### src/rtl/register_file.sv
// ---------------------------------------------------------------------------
// register_file
//   32 x 32-bit general-purpose register file for the single-cycle CPU.
//   Register 0 is hardwired to zero. Two combinational read ports feed the
//   datapath (rs, rt). A third combinational read port serves the board
//   display. One write port is captured on the rising clock edge.
//
// Ports
//   CLK        in   system clock; writes capture on the rising edge
//   RST        in   asynchronous active-low reset; clears every register
//   RegWre     in   write enable
//   ReadReg1   in   read port 1 index (rs)
//   ReadReg2   in   read port 2 index (rt)
//   WriteReg   in   write port index
//   WriteData  in   write data
//   ReadData1  out  reg[ReadReg1]
//   ReadData2  out  reg[ReadReg2]
//   DbgAddr    in   debug read index
//   DbgData    out  reg[DbgAddr]
// ---------------------------------------------------------------------------
module register_file #(
  parameter int DATA_WIDTH = 32,
  parameter int ADDR_WIDTH = 5
) (
  input  logic                  CLK,
  input  logic                  RST,
  input  logic                  RegWre,
  input  logic [ADDR_WIDTH-1:0] ReadReg1,
  input  logic [ADDR_WIDTH-1:0] ReadReg2,
  input  logic [ADDR_WIDTH-1:0] WriteReg,
  input  logic [DATA_WIDTH-1:0] WriteData,
  output logic [DATA_WIDTH-1:0] ReadData1,
  output logic [DATA_WIDTH-1:0] ReadData2,
  input  logic [ADDR_WIDTH-1:0] DbgAddr,
  output logic [DATA_WIDTH-1:0] DbgData
);

  localparam int DEPTH = 2 ** ADDR_WIDTH;

  logic [DATA_WIDTH-1:0] rf_reg [DEPTH];
  logic [DEPTH-1:0]      we_vec;

  // Per-register write enables. Entry 0 is tied to a constant 0 so that an
  // unknown RegWre or WriteReg can never reach register 0.
  generate
    for (genvar gi = 0; gi < DEPTH; gi++) begin : g_we
      if (gi == 0) begin : g_zero
        assign we_vec[gi] = 1'b0;
      end else begin : g_reg
        assign we_vec[gi] = RegWre && (WriteReg == ADDR_WIDTH'(gi));
      end
    end
  endgenerate

  // Storage. The asynchronous reset has priority, so a write whose edge
  // falls while RST is low is discarded. Entry 0 is cleared on reset and
  // never written afterwards.
  always_ff @(posedge CLK or negedge RST) begin
    if (!RST) begin
      for (int i = 0; i < DEPTH; i++) begin
        rf_reg[i] <= '0;
      end
    end else begin
      for (int i = 1; i < DEPTH; i++) begin
        if (we_vec[i]) begin
          rf_reg[i] <= WriteData;
        end
      end
    end
  end

  // Combinational reads with no write bypass. A same-index read returns the
  // old value before the edge and the new value after it. The single-cycle
  // datapath depends on this behaviour. Index 0 and the reset state are
  // forced to zero at the output as well.
  function automatic logic [DATA_WIDTH-1:0] rd(input logic [ADDR_WIDTH-1:0] addr);
    logic [DATA_WIDTH-1:0] val;
    val = '0;
    if (RST && (addr != '0)) begin
      val = rf_reg[addr];
    end
    return val;
  endfunction

  assign ReadData1 = rd(ReadReg1);
  assign ReadData2 = rd(ReadReg2);
  assign DbgData   = rd(DbgAddr);

endmodule

### config.mk
export PLATFORM = sky130hd
export DESIGN_NAME = register_file
export DESIGN_NICKNAME = d
export VERILOG_FILES = /design/src/rtl/register_file.sv
export SDC_FILE = /design/constraint.sdc
export NUM_CORES = 2
export LEC_CHECK = 0
export BUFFER_PORTS_ARGS = -buffer_cell sky130_fd_sc_hd__buf_2
export CORE_AREA = 2 2 408 410
export DETAILED_ROUTE_END_ITERATION = 8
export DIE_AREA = 0 0 410 412
export PLACE_DENSITY = 0.49
export SLEW_MARGIN = 20
export SYNTH_ARGS = -nofsm -noshare
export SYNTH_HDL_FRONTEND = slang
export SYNTH_SLANG_ARGS = --single-unit
### constraint.sdc
create_clock -name CLK -period 6.7 [get_ports CLK]
set_input_delay 1.34 -clock CLK [delete_from_list [all_inputs] [get_ports CLK]]
set_output_delay 1.34 -clock CLK [all_outputs]
set_load 0.1 [all_outputs]
# ---- Yosys cells after proc, flatten, opt, wreduce, memory -nomap -nowiden
# Index checks and enable logic that the tools add are counted.
dict set report classes {
  order_cmp 3
  n_eq_ne 31
  muxes 12
  bitwise_logic 3
  reduce_logical 37
}
# operator n
set op_table {}
lappend op_table {{$bmux 32 s5} 3}
lappend op_table {{$mux 32} 9}
lappend op_table {{$eq 5x5->1 const B} 16}
lappend op_table {{$eq 5x4->1 const B} 8}
lappend op_table {{$logic_and 1x1->1} 34}
lappend op_table {{$eq 5x3->1 const B} 4}
lappend op_table {{$ge 6x6->1 const B} 3}
lappend op_table {{$not 5->6} 3}
lappend op_table {{$reduce_bool 5->1} 3}
lappend op_table {{$eq 5x2->1 const B} 2}
lappend op_table {{$eq 5x1->1 const B} 1}
dict set report word_totals {
  ff_bits 992
  input_bits 55
  out_inout_bits 96
}

# ---- Logic depth before layout (Yosys ltp)
dict set report logic_depth {
  depth_word 5
  depth_mapped 9
}

# ---- Worst setup path before layout
# Ideal clock, no wire load.
dict set report synth_timing {
  path_type {input port to output port}
  start {in ReadReg2[0]}
  end {out ReadData2[28]}
  arrival_ns 6.886
  t_required_ns 5.360
  slack_ns -1.526
  stages 7
  cell_sequence {buf_6 -> buf_6 -> buf_6 -> buf_4 -> a221o_1 -> a32oi_1 -> a2111oi_0}
}
dict set report synth_via {
  elab_chain_len 5
  word_cells_on_any_way 7
  classes_between {mux: 4; bitwise: 1; reduce/logical: 2}
}
# element line_no
set synth_rtl {}
lappend synth_rtl {{from (decl)} 29} ;# input logic [ADDR_WIDTH-1:0] ReadReg2,
lappend synth_rtl {{$not 5->6 (not written as such)} 80} ;# val = rf_reg[addr];
lappend synth_rtl {{$bmux 32 s5} 80}
lappend synth_rtl {{$mux 32 (not written as such) (2 in series)} 80}
lappend synth_rtl {{$mux 32 *} 79} ;# if (RST && (addr != '0)) begin
lappend synth_rtl {{to (decl)} 33} ;# output logic [DATA_WIDTH-1:0] ReadData2,
# Every way passes the cells marked *; elsewhere a longest branch is shown, timed or not. The select of a mux whose other input is x is not followed.

# ---- Worst setup path in the final report
dict set report layout_timing {
  start {in DbgAddr[0]}
  end {out DbgData[30]}
}
dict set report layout_via {
  elab_chain_len 5
  word_cells_on_any_way 7
  classes_between {mux: 4; bitwise: 1; reduce/logical: 2}
}
# element line_no
set layout_rtl {}
lappend layout_rtl {{from (decl)} 34} ;# input logic [ADDR_WIDTH-1:0] DbgAddr,
lappend layout_rtl {{$not 5->6 (not written as such)} 80}
lappend layout_rtl {{$bmux 32 s5} 80}
lappend layout_rtl {{$mux 32 (not written as such) (2 in series)} 80}
lappend layout_rtl {{$mux 32 *} 79}
lappend layout_rtl {{to (decl)} 35} ;# output logic [DATA_WIDTH-1:0] DbgData
# Marked as above.

==> impl_metrics.toml <==
[run_status]
outcome = "finished, final reports clean"

[cts]
clkTransAtPathRegs_ps = 70
cts_buffer_depth = 3
cts_tree = "yes"
cts_buffers = 118
postCtsSetupBuffers = 0
cts_root_buffer = "clkbuf_16"
cts_htree_levels = 3
cts_hold_buf = 0
cts.sinks = 992
clk_latency_ps = 760
cts_resized = 0

[critical_path]
cp_max_fo = 35
crit_top_cell = "buf_12"
rr_startpoint = "rf_reg[930]"
critPathCaptureType = "output port"
ff2ff_path_depth = 1
critPathMaxStageDelay_ps = 960
arrival_ps = 4520
slowest_stage = "a31oi_1"
r2r_end = "rf_reg[930]"
r2r_slack_ps = 5860
start_kind = "primary input"
worstPathCellList = "buf_8, nor2b_4, buf_12, a221o_1, nand3_1, a31oi_1, buf_12"
crit_cells = 7
crit_family = "compound AO/OA/AOI/OAI gates"
path_buf_inv = 3
critPathLaunch = "DbgAddr[0]"
cp-endpoint = "DbgData[30]"
cp.required_ps = 5360
worstSetupPathType = "in -> out"

[timing]
finalHoldViolCount = 0
rsz0062_at_grt = "false"
max_freq_mhz = 170.7
period_needed_ps = 5857
drv_slew = 0
slew_headroom = 0.1932
clock_skew_ps = 0
tns_ps = 0
fin_crit_sh = 0.8742
setup_viol = 0
tightest_slew_ps = 1210

[global_route]
grt_pass1_vias = 44660
grt_max_degree = 133
antenna_found_initial = 25
gr-total-overflow = 0
grt_util_all_layers = 0.3037
grt_pass1_wl_um = 363700

[pwr]
clockPowerShare = 0.325
peakVddDrop_mv = 0.2183
p_int_uw = 14050
powerDensity_nw_per_um2 = 292.1
p_leak_uw = 0.02957
power_switching_uw = 6583
swShare = 0.3190
finalPower_uw = 20640
seqPwrFrac = 0.405
p_comb_frac = 0.270

[cells_and_area]
largest_register_ffs = 992
syn_to_final_growth_pct = 13.65
drive_gt1_frac = 0.5145
nets = 4453

[placed_design]
port_buffers = 150
hpwlAfterDp_um = 154800
gp_congestion = 0.8407

[die]
rows = 149
die_h_um = 412
io_pins = 151
core_um2 = 164200
initial_utilization = 0.3785
dieArea_um2 = 168900
die_w_um = 410

[yosys]
synth_seq_cells = 992
synth-edff-count = 0
syn_inst = 4441
avgSynthCellArea_um2 = 14.00
syn_area_um2 = 62160
yosys_warnings = 32
synth_cell_types = 50
synth_fp_nets = 4496
async_flop_share = 1.000
synth_ff_type = "dfrtp_1"
yosysSeqAreaShare = 0.3993

[job]
cap_violations = 0

[worst_hold_path]
hold_class = "in -> async"

[route]
dr_total_vias = 44540
drc_errors = 0
drt-total-wl_um = 258300
drt-initial-drc-count = 4896
final_antenna_net_count = 0
wire_per_inst_um = 38.61
viasPerCell = 6.658
dr.pass1.iters = 8
## cells in the final DEF, fill, tap and decap left out, types with 6 or more instances in the layout
cell / count
a22oi_1: 32
nor2b_4: 11
o31ai_1: 31
a222oi_1: 20
bufinv_16: 10
a31oi_1: 58
nand4_1: 50
buf_2: 50
a221o_1: 89
mux2i_1: 346
o22ai_1: 41
nand2_1: 182
nor2b_1: 10
mux2_1: 11
a2111oi_2: 11
clkinv_2: 26
mux2_2: 1144
clkbuf_8: 27
a221oi_1: 38
and2_2: 6
mux4_2: 554
o2111a_1: 31
dfrtp_1: 992
nand3_1: 32
buf_12: 116
o21ai_0: 29
buf_4: 173
nor2_1: 31
clkbuf_16: 118
nor2_4: 13
nand2b_1: 94
clkbuf_1: 27
nand2_4: 8
buf_8: 7
a32oi_1: 14
## how the worst min path moves through the flow
stage           startpoint           to  depth (start not counted)
2_1_floorplan  rf_reg[774]  rf_reg[774]                          1
3_3_place_gp   rf_reg[774]  rf_reg[774]                          1
3_5_place_dp   rf_reg[774]  rf_reg[774]                          1
4_1_cts                RST   rf_reg[88]                          1
5_1_grt                RST   rf_reg[88]                          1
6_report               RST   rf_reg[88]                          1
## power by group through the flow
| stage | Clock, uW | Sequential (uW) | Combinational [uW] |
|---|---|---|---|
| after global routing | 7060 | 8520 | 5850 |
| final | 6720 | 8350 | 5570 |
| after floorplan | 0 | 7990 | 4120 |
| after detailed placement | 0 | 8400 | 5540 |
| after CTS | 6810 | 8300 | 5560 |
| after global placement | 0 | 8370 | 5500 |
## cells in the mapped netlist, drive strengths merged (3+ instances only)
cell type	n	area, um^2
a221o	89	890.9
o31ai	31	232.7
nand3	33	165.2
o2111a	31	349.1
nand4b	3	26.28
clkbuf	217	817.0
a32oi	14	122.6
nand3b	3	22.52
nor3b	4	40.03
nor2b	22	137.6
nor3	5	25.02
o22ai	41	256.5
a222oi	20	200.2
nand2	195	732.0
a22oi	32	240.2
mux4	556	12530
and2	8	50.05
a221oi	39	341.6
or3	7	43.79
nand2b	96	600.6
a31oi	58	362.9
buf	296	1854
mux2i	346	3463
nor2	45	168.9
dfrtp	992	24820
o21ai	29	145.1
a2111oi	11	96.34
nand4	50	312.8
mux2	1155	13010
## layout make-up
cell class | count | area, um^2
Clock inverter | 48 | 563.0
Fill cell | 14960 | 93590
Inverter | 1 | 3.754
Multi-Input combinational cell | 2935 | 35070
Timing Repair Buffer | 350 | 4043
Sequential cell | 992 | 24820
Antenna cell | 4 | 10.01
Clock buffer | 170 | 3398
Tap cell | 2189 | 2739
## metrics by stage
step,hold WS (ps),util,std cells,worst slack (ps),cell area [um^2]
after floorplan,487.4,-,4441,629.9,62230
after global placement,510.4,0.4058,6466,964.0,66650
after detailed placement,524.4,0.4060,6467,949.3,66680
after CTS,475.4,0.4301,6685,943.8,70640
after global routing,500.2,0.4302,6689,822.6,70650
final,503.6,0.4302,6689,842.7,70650
## routing by layer
layer,up-vias,share of wire,GRT usage
met5,-,0.00018,0
met2,2244,0.45,0.4662
met4,10,0.040,0.1095
met1,24350,0.42,0.4208
met3,503,0.085,0.06988
li1,17430,-,-
## kinds of logic (layout without fill, tap and decap cells)
family                 count (synthesis)  count (layout)  share of synthesized area
AOI/OAI and AO/OA                    401             401                    0.05297
DFF                                  992             992                     0.3993
other                                  0               4                          0
muxes                               2057            2057                     0.4665
and+or+nand+nor                      477             477                    0.03818
buffers and inverters                514             569                    0.04303
No activity file was read; power rests on OpenSTA's default activity.
